[src/rtl/pdp8_pkg.sv]
// Shared widths, FSM/requester enums and the memory command payload for the arbiter.
package pdp8_pkg;

  localparam int unsigned ADDR_WIDTH = 12;
  localparam int unsigned DATA_WIDTH = 12;
  localparam int unsigned CNT_WIDTH  = 4;

  typedef logic [ADDR_WIDTH-1:0] addr_t;
  typedef logic [DATA_WIDTH-1:0] data_t;

  typedef enum logic [1:0] {
    IDLE     = 2'd0,
    ACCESS   = 2'd1,
    COMPLETE = 2'd2
  } arb_state_t;

  typedef enum logic {
    REQ_IFU = 1'b0,
    REQ_EXU = 1'b1
  } requester_t;

  // Memory-side command; all-zero whenever no access is in flight
  typedef struct packed {
    logic  rd;
    logic  wr;
    addr_t addr;
    data_t wdata;
  } mem_cmd_t;

endpackage

[src/rtl/mem_arbiter_if.sv]
// Bundle of IFU, EXU and memory-side signals around the arbiter.
interface mem_arbiter_if;
  import pdp8_pkg::*;

  logic  ifu_rd_req;
  addr_t ifu_rd_addr;
  data_t ifu_rd_data;
  logic  ifu_rd_done;

  logic  exu_rd_req;
  logic  exu_wr_req;
  addr_t exu_addr;
  data_t exu_wr_data;
  data_t exu_rd_data;
  logic  exu_done;

  logic  mem_rd_req;
  logic  mem_wr_req;
  addr_t mem_addr;
  data_t mem_wr_data;
  data_t mem_rd_data;

  // Arbiter side
  modport slave (
    input  ifu_rd_req, ifu_rd_addr,
    input  exu_rd_req, exu_wr_req, exu_addr, exu_wr_data,
    input  mem_rd_data,
    output ifu_rd_data, ifu_rd_done,
    output exu_rd_data, exu_done,
    output mem_rd_req, mem_wr_req, mem_addr, mem_wr_data
  );

  // Requester / memory-model side
  modport master (
    output ifu_rd_req, ifu_rd_addr,
    output exu_rd_req, exu_wr_req, exu_addr, exu_wr_data,
    output mem_rd_data,
    input  ifu_rd_data, ifu_rd_done,
    input  exu_rd_data, exu_done,
    input  mem_rd_req, mem_wr_req, mem_addr, mem_wr_data
  );

endinterface

[src/rtl/mem_arb_rr.sv]
// Two-way round-robin pick between IFU and EXU with the last_grant register.
module mem_arb_rr
  import pdp8_pkg::*;
(
  input  logic       clk,
  input  logic       reset_n,
  input  logic       arb_en,
  input  logic       ifu_req,
  input  logic       exu_req,
  output logic       grant_vld_c,
  output requester_t grant_c
);

  requester_t last_grant_q;
  requester_t last_grant_d;

  // Pick winner: on a tie the requester not granted last wins
  always_comb begin
    grant_vld_c  = arb_en && (ifu_req || exu_req);
    grant_c      = REQ_IFU;
    if (ifu_req && exu_req) begin
      grant_c = (last_grant_q == REQ_EXU) ? REQ_IFU : REQ_EXU;
    end else if (exu_req) begin
      grant_c = REQ_EXU;
    end
    last_grant_d = grant_vld_c ? grant_c : last_grant_q;
  end

  // Reset to EXU so that IFU wins the first tie
  always_ff @(posedge clk or negedge reset_n) begin
    if (!reset_n) begin
      last_grant_q <= REQ_EXU;
    end else begin
      last_grant_q <= last_grant_d;
    end
  end

endmodule

[src/rtl/mem_arbiter.sv]
// Single-port memory arbiter: IFU reads and EXU reads/writes share one memory
// with a fixed MEM_LATENCY access, one transaction in flight at a time.
module mem_arbiter
  import pdp8_pkg::*;
#(
  parameter int unsigned MEM_LATENCY = 1
)
(
  input  logic          clk,
  input  logic          reset_n,
  mem_arbiter_if.slave  bus
);

  arb_state_t           state_q,    state_d;
  logic [CNT_WIDTH-1:0] cnt_q,      cnt_d;
  requester_t           owner_q,    owner_d;
  mem_cmd_t             mem_q,      mem_d;
  logic                 ifu_done_q, ifu_done_d;
  logic                 exu_done_q, exu_done_d;
  data_t                ifu_data_q, ifu_data_d;
  data_t                exu_data_q, exu_data_d;

  logic       exu_req_c;
  logic       grant_vld_c;
  requester_t grant_c;

  assign exu_req_c = bus.exu_rd_req | bus.exu_wr_req;

  mem_arb_rr u_rr (
    .clk         (clk),
    .reset_n     (reset_n),
    .arb_en      (state_q == IDLE),
    .ifu_req     (bus.ifu_rd_req),
    .exu_req     (exu_req_c),
    .grant_vld_c (grant_vld_c),
    .grant_c     (grant_c)
  );

  // Next-state, latency counter, memory command and completion outputs
  always_comb begin
    state_d    = state_q;
    cnt_d      = cnt_q;
    owner_d    = owner_q;
    mem_d      = mem_q;
    ifu_done_d = 1'b0;
    exu_done_d = 1'b0;
    ifu_data_d = ifu_data_q;
    exu_data_d = exu_data_q;

    unique case (state_q)
      IDLE: begin
        if (grant_vld_c) begin
          state_d = ACCESS;
          cnt_d   = CNT_WIDTH'(MEM_LATENCY);
          owner_d = grant_c;
          if (grant_c == REQ_IFU) begin
            mem_d = '{rd: 1'b1, wr: 1'b0, addr: bus.ifu_rd_addr, wdata: '0};
          end else if (bus.exu_wr_req) begin
            // Write takes precedence when EXU raises both read and write
            mem_d = '{rd: 1'b0, wr: 1'b1, addr: bus.exu_addr, wdata: bus.exu_wr_data};
          end else begin
            mem_d = '{rd: 1'b1, wr: 1'b0, addr: bus.exu_addr, wdata: '0};
          end
        end
      end
      ACCESS: begin
        cnt_d = cnt_q - CNT_WIDTH'(1);
        if (cnt_q == CNT_WIDTH'(1)) begin
          state_d = COMPLETE;
          mem_d   = '0;
          if (owner_q == REQ_IFU) begin
            ifu_done_d = 1'b1;
            if (mem_q.rd) begin
              ifu_data_d = bus.mem_rd_data;
            end
          end else begin
            exu_done_d = 1'b1;
            if (mem_q.rd) begin
              exu_data_d = bus.mem_rd_data;
            end
          end
        end
      end
      COMPLETE: begin
        state_d = IDLE;
      end
      default: begin
        state_d = IDLE;
        mem_d   = '0;
      end
    endcase
  end

  // State and registered outputs; reset abandons any transaction in flight
  always_ff @(posedge clk or negedge reset_n) begin
    if (!reset_n) begin
      state_q    <= IDLE;
      cnt_q      <= '0;
      owner_q    <= REQ_EXU;
      mem_q      <= '0;
      ifu_done_q <= 1'b0;
      exu_done_q <= 1'b0;
      ifu_data_q <= '0;
      exu_data_q <= '0;
    end else begin
      state_q    <= state_d;
      cnt_q      <= cnt_d;
      owner_q    <= owner_d;
      mem_q      <= mem_d;
      ifu_done_q <= ifu_done_d;
      exu_done_q <= exu_done_d;
      ifu_data_q <= ifu_data_d;
      exu_data_q <= exu_data_d;
    end
  end

  assign bus.mem_rd_req  = mem_q.rd;
  assign bus.mem_wr_req  = mem_q.wr;
  assign bus.mem_addr    = mem_q.addr;
  assign bus.mem_wr_data = mem_q.wdata;
  assign bus.ifu_rd_done = ifu_done_q;
  assign bus.ifu_rd_data = ifu_data_q;
  assign bus.exu_done    = exu_done_q;
  assign bus.exu_rd_data = exu_data_q;

endmodule

[src/flat_wrapper.sv]
// flat-port wrapper written by rule: the top's interface ports become plain ports
module mem_arbiter_flat import pdp8_pkg::*;
#(
  parameter int unsigned MEM_LATENCY = 1
)
  (clk, reset_n, bus_ifu_rd_req, bus_ifu_rd_addr, bus_exu_rd_req, bus_exu_wr_req, bus_exu_addr, bus_exu_wr_data, bus_mem_rd_data, bus_ifu_rd_data, bus_ifu_rd_done, bus_exu_rd_data, bus_exu_done, bus_mem_rd_req, bus_mem_wr_req, bus_mem_addr, bus_mem_wr_data);
  mem_arbiter_if bus_i ();
  input  logic clk;
  input  logic reset_n;
  input wire logic [$bits(bus_i.ifu_rd_req)-1:0] bus_ifu_rd_req;
  input wire logic [$bits(bus_i.ifu_rd_addr)-1:0] bus_ifu_rd_addr;
  input wire logic [$bits(bus_i.exu_rd_req)-1:0] bus_exu_rd_req;
  input wire logic [$bits(bus_i.exu_wr_req)-1:0] bus_exu_wr_req;
  input wire logic [$bits(bus_i.exu_addr)-1:0] bus_exu_addr;
  input wire logic [$bits(bus_i.exu_wr_data)-1:0] bus_exu_wr_data;
  input wire logic [$bits(bus_i.mem_rd_data)-1:0] bus_mem_rd_data;
  output wire logic [$bits(bus_i.ifu_rd_data)-1:0] bus_ifu_rd_data;
  output wire logic [$bits(bus_i.ifu_rd_done)-1:0] bus_ifu_rd_done;
  output wire logic [$bits(bus_i.exu_rd_data)-1:0] bus_exu_rd_data;
  output wire logic [$bits(bus_i.exu_done)-1:0] bus_exu_done;
  output wire logic [$bits(bus_i.mem_rd_req)-1:0] bus_mem_rd_req;
  output wire logic [$bits(bus_i.mem_wr_req)-1:0] bus_mem_wr_req;
  output wire logic [$bits(bus_i.mem_addr)-1:0] bus_mem_addr;
  output wire logic [$bits(bus_i.mem_wr_data)-1:0] bus_mem_wr_data;
  assign bus_i.ifu_rd_req = bus_ifu_rd_req;
  assign bus_i.ifu_rd_addr = bus_ifu_rd_addr;
  assign bus_i.exu_rd_req = bus_exu_rd_req;
  assign bus_i.exu_wr_req = bus_exu_wr_req;
  assign bus_i.exu_addr = bus_exu_addr;
  assign bus_i.exu_wr_data = bus_exu_wr_data;
  assign bus_i.mem_rd_data = bus_mem_rd_data;
  assign bus_ifu_rd_data = bus_i.ifu_rd_data;
  assign bus_ifu_rd_done = bus_i.ifu_rd_done;
  assign bus_exu_rd_data = bus_i.exu_rd_data;
  assign bus_exu_done = bus_i.exu_done;
  assign bus_mem_rd_req = bus_i.mem_rd_req;
  assign bus_mem_wr_req = bus_i.mem_wr_req;
  assign bus_mem_addr = bus_i.mem_addr;
  assign bus_mem_wr_data = bus_i.mem_wr_data;
  mem_arbiter #(.MEM_LATENCY(MEM_LATENCY)) u_core (.clk(clk), .reset_n(reset_n), .bus(bus_i));
endmodule
[config.mk]
export PLATFORM = sky130hd
export DESIGN_NAME = mem_arbiter_flat
export DESIGN_NICKNAME = d
export VERILOG_FILES = /design/src/rtl/pdp8_pkg.sv /design/src/rtl/mem_arbiter_if.sv /design/src/rtl/mem_arb_rr.sv /design/src/rtl/mem_arbiter.sv /design/src/flat_wrapper.sv
export SDC_FILE = /design/constraint.sdc
export NUM_CORES = 1
export LEC_CHECK = 0
export ABC_AREA = 1
export CAP_MARGIN = 40
export CORE_MARGIN = 3
export CORE_UTILIZATION = 44
export DETAILED_ROUTE_END_ITERATION = 16
export PLACE_DENSITY_LB_ADDON = 0.3
export SLEW_MARGIN = 20
export SYNTH_ARGS = -nofsm -noshare
export SYNTH_HDL_FRONTEND = slang
export SYNTH_SLANG_ARGS = --single-unit
[constraint.sdc]
create_clock -name clk -period 2.2 [get_ports clk]
set_clock_uncertainty 0.2 [all_clocks]
set_input_delay 0.22 -clock clk [delete_from_list [all_inputs] [get_ports clk]]
set_output_delay 0.22 -clock clk [all_outputs]
set_load 0.03 [all_outputs]
==> qor.txt, run 1 <==
pin count of the biggest net entering global routing -> 60
vias -> 2364
Post-CTS Setup Inserts -> 0
Post-synth ARST share -> 100%
hold buffers post-CTS -> 1
Die Y -> 85.5 µm
die area -> 7310 µm²
max-slew violations -> 0
Vias/cell -> 4.82
Port Buf Inserts -> 104
main flop type after synthesis -> dfrtp_1
Max Cap Viol -> 0
CTS tree -> built
CP startpoint kind -> flop
Hold WS -> 0.225 ns
sequential share of the synthesized area -> 53.2%
# diodes -> 0
placed insts -> 473
post-cts sizing count -> 0
Max-Slew Margin vs Limit -> 61.6%
synthesized flop and latch total -> 59
num rows -> 28
Post-synth EDFFs -> 0
Buf/Inv on CP -> 1
Congestion Overflow GR -> 0
Num CTS Buffers -> 9
Nets -> 465
initial antenna violation count -> 0
met1 Usage GRT -> 23.9%
Detailed Route WL -> 6470 µm
Worst Tran Pin Value -> 0.576 ns
DRC viols -> 0
YS warnings -> 0
Crit Path Category -> flop to primary output
fin crit share -> 88.6%
detailed placement HPWL -> 4690 µm
Hold Vio Cnt, Final -> 0
placer's final routability congestion estimate -> 0.776
Fmax achieved -> 0.513 GHz
crit end category -> primary output
first-pass GRT wire length -> 11000 µm
unrepaired setup endpoints after global routing -> no
Power Density -> 1620 nW/µm²
Data arrival, critical path -> 1.53 ns
GR Util met3 -> 4.95%
Max VDD drop -> 0.893 mV
Post-Synthesis Cell Area -> 2780 µm²
Root Buffer -> clkbuf_8
Gate Count Post-Synth -> 298
CP max-delay cell -> clkdlybuf4s50_1
share of cells above drive strength 1 -> 19.0%
DRT iter0 DRCs -> 125
Crit Path Max Fanout -> 4
clk slew on worst S/H paths -> 0.06 ns
Fin Setup TNS -> 0 ns
core box area -> 6030 µm²
Die Wd -> 85.5 µm
syn_nets -> 353
H-tree depth -> 3
worst skew pair latency -> 0.33 ns
Overall Global Routing Usage -> 19.0%
final setup fails -> 0
crit path time final -> 1.95 ns
largest delay contributor family on the critical path -> buffers and inverters
GR peak layer -> met2
Worst EP required -> 1.78 ns
Area Growth Syn to Fin -> 48.1%
Ports -> 105
Critical Path, Cell by Cell -> clkdlybuf4s50_1
DRT Pass-1 Iters -> 5
syn_area_per_cell -> 9.33 µm²
Yosys cell types -> 24
Post-Layout Cell Count -> 490
CTS Buffer Depth -> 2
FILL cells -> 481
Starting Density -> 46.1%
leakage -> 1.97 nW
Post-DRT Antenna Nets -> 0
Avg WL per Cell -> 13.2 µm
vias in the first global route -> 2314
Hold Path Class -> primary input to flop
clk sinks -> 59
status -> finished, final reports clean
met2 Resource Use GR -> 31.6%
Crit path largest cell delay -> 0.74 ns
==> layout by cell type, fill, tap and decap left out, types with 2 or more instances in the layout <==
master and instances:
clkdlybuf4s50_1 103, nand2_1 75, dfrtp_1 58, inv_1 28
nand3_1 28, o21ai_2 26, nor2_1 20, nand2_2 17
clkbuf_8 11, buf_4 6, nand3b_1 5, o21ai_0 5
nor2_4 4, o211ai_1 4, inv_2 3, nor3_1 3
clkinv_2 3, nand4_4 2, a21oi_1 2, ha_1 2
bufinv_16 2
==> cells in the mapped netlist (2+ instances only) <==
cell type | count | area, µm²
a21oi_1 | 2 | 10.0
buf_2 | 3 | 15.0
buf_4 | 3 | 22.5
buf_6 | 5 | 56.3
dfrtp_1 | 58 | 1450
ha_1 | 2 | 25.0
inv_1 | 28 | 105
inv_2 | 3 | 11.3
nand2_1 | 75 | 282
nand2_2 | 17 | 106
nand3_1 | 28 | 140
nand3b_1 | 5 | 37.5
nand4_4 | 2 | 42.5
nor2_1 | 20 | 75.1
nor2_4 | 4 | 45.0
nor3_1 | 3 | 15.0
o211ai_1 | 4 | 30.0
o21ai_0 | 5 | 25.0
o21ai_2 | 26 | 228
==> through the flow <==
step	util (%)	total power [mW]	setup WS, ns	area, µm²
after floorplan	-	4.27	0.628	2780
after global placement	64.4	5.54	0.393	3880
after detailed placement	64.4	5.61	0.331	3880
after CTS	68.3	6.76	0.221	4120
after global routing	68.3	7.14	0.157	4120
final	68.3	6.69	0.251	4120
==> where the power goes <==
part,leakage [nW],switching [mW],internal (mW)
Clock,0.119,0.410,0.693
Sequential,0.743,0.363,1.61
Combinational,1.11,2.18,1.43
Total,1.97,2.95,3.73
==> routing by layer <==
metal / vias to the layer above / share of wire [%]
met5: - / 0
met4: 0 / 1.5
met3: 9 / 4.3
met2: 58 / 53
met1: 1126 / 41
li1: 1171 / -
==> registers in the layout, summed over array words and instances (netlist names) <==
signal / cells
u_core.bus.mem_rd_req: 1
u_core.bus.exu_done: 1
u_core.bus.ifu_rd_done: 1
u_core.bus.mem_wr_data: 12
u_core.bus.ifu_rd_data: 12
u_core.state_q: 2
u_core.owner_q: 1
u_core.cnt_q: 4
u_core.bus.mem_wr_req: 1
u_core.bus.mem_addr: 12
u_core.bus.exu_rd_data: 12
==> path summary, 6_finish.rpt <==
| path | start | endpoint | slack [ns] | depth (start not counted) |
|---|---|---|---|---|
| setup / recovery | u_core.bus.mem_rd_req$_DFFE_PN0P_ | bus_mem_rd_req | 0.25 | 1 |
| hold / removal | bus_exu_wr_data[2] | u_core.bus.mem_wr_data[2]$_DFFE_PN0P_ | 0.22 | 3 |
| setup reg to reg | u_core.cnt_q[0]$_DFFE_PN0P_ | u_core.bus.mem_addr[3]$_DFFE_PN0P_ | 0.35 | 7 |
| hold reg to reg | u_core.bus.exu_rd_data[2]$_DFFE_PN0P_ | u_core.bus.exu_rd_data[2]$_DFFE_PN0P_ | 0.28 | 2 |
| max in group asynchronous | reset_n | u_core.owner_q$_DFFE_PN1P_ | 1.29 | 3 |
| min in group asynchronous | reset_n | u_core.bus.ifu_rd_data[6]$_DFFE_PN0P_ | 0.23 | 3 |
==> logic make-up (layout without fill, tap and decap cells) <==
| group | Yosys count | after routing | synth area share, % |
|---|---|---|---|
| xor gates and xnor gates | 1 | 1 | 0.315 |
| DFF | 59 | 59 | 53.2 |
| AOI/OAI and AO/OA | 38 | 38 | 10.7 |
| buffers and inverters | 42 | 159 | 7.56 |
| and+or+nand+nor | 156 | 156 | 27.3 |
| adders and majority gates | 2 | 2 | 0.900 |
==> final cells by class <==
type                            instances  area, µm²  area share (%)
Sequential cell                        59       1480            35.9
Timing Repair Buffer                  112       1110            27.0
Multi-Input combinational cell        197       1090            26.5
Clock buffer                           11        151            3.68
Inverter                               31        116            2.83
Tap cell                               75       93.8            2.28
Clock inverter                          5       75.1            1.82
Power figures use the tool's default switching activity.
==> run 2: changes to the inputs <==
--- a/config.mk
+++ b/config.mk
@@ -6,11 +6,12 @@
 export NUM_CORES = 1
 export LEC_CHECK = 0
 export ABC_AREA = 1
-export CAP_MARGIN = 40
+export CAP_MARGIN = 20
 export CORE_MARGIN = 3
 export CORE_UTILIZATION = 44
 export DETAILED_ROUTE_END_ITERATION = 16
 export PLACE_DENSITY_LB_ADDON = 0.3
+export SKIP_LAST_GASP = 1
 export SLEW_MARGIN = 20
 export SYNTH_ARGS = -nofsm -noshare
 export SYNTH_HDL_FRONTEND = slang
==> results of run 2 <==
Same layout as run 1: the final DEF is identical, and so are final timing and power.
==> run 3: changes to the inputs <==
--- a/config.mk
+++ b/config.mk
@@ -16,3 +16,4 @@
 export SYNTH_ARGS = -nofsm -noshare
 export SYNTH_HDL_FRONTEND = slang
 export SYNTH_SLANG_ARGS = --single-unit
+export TNS_END_PERCENT = 20
==> results of run 3 <==
Same layout as run 1: the final DEF is identical, and so are final timing and power.
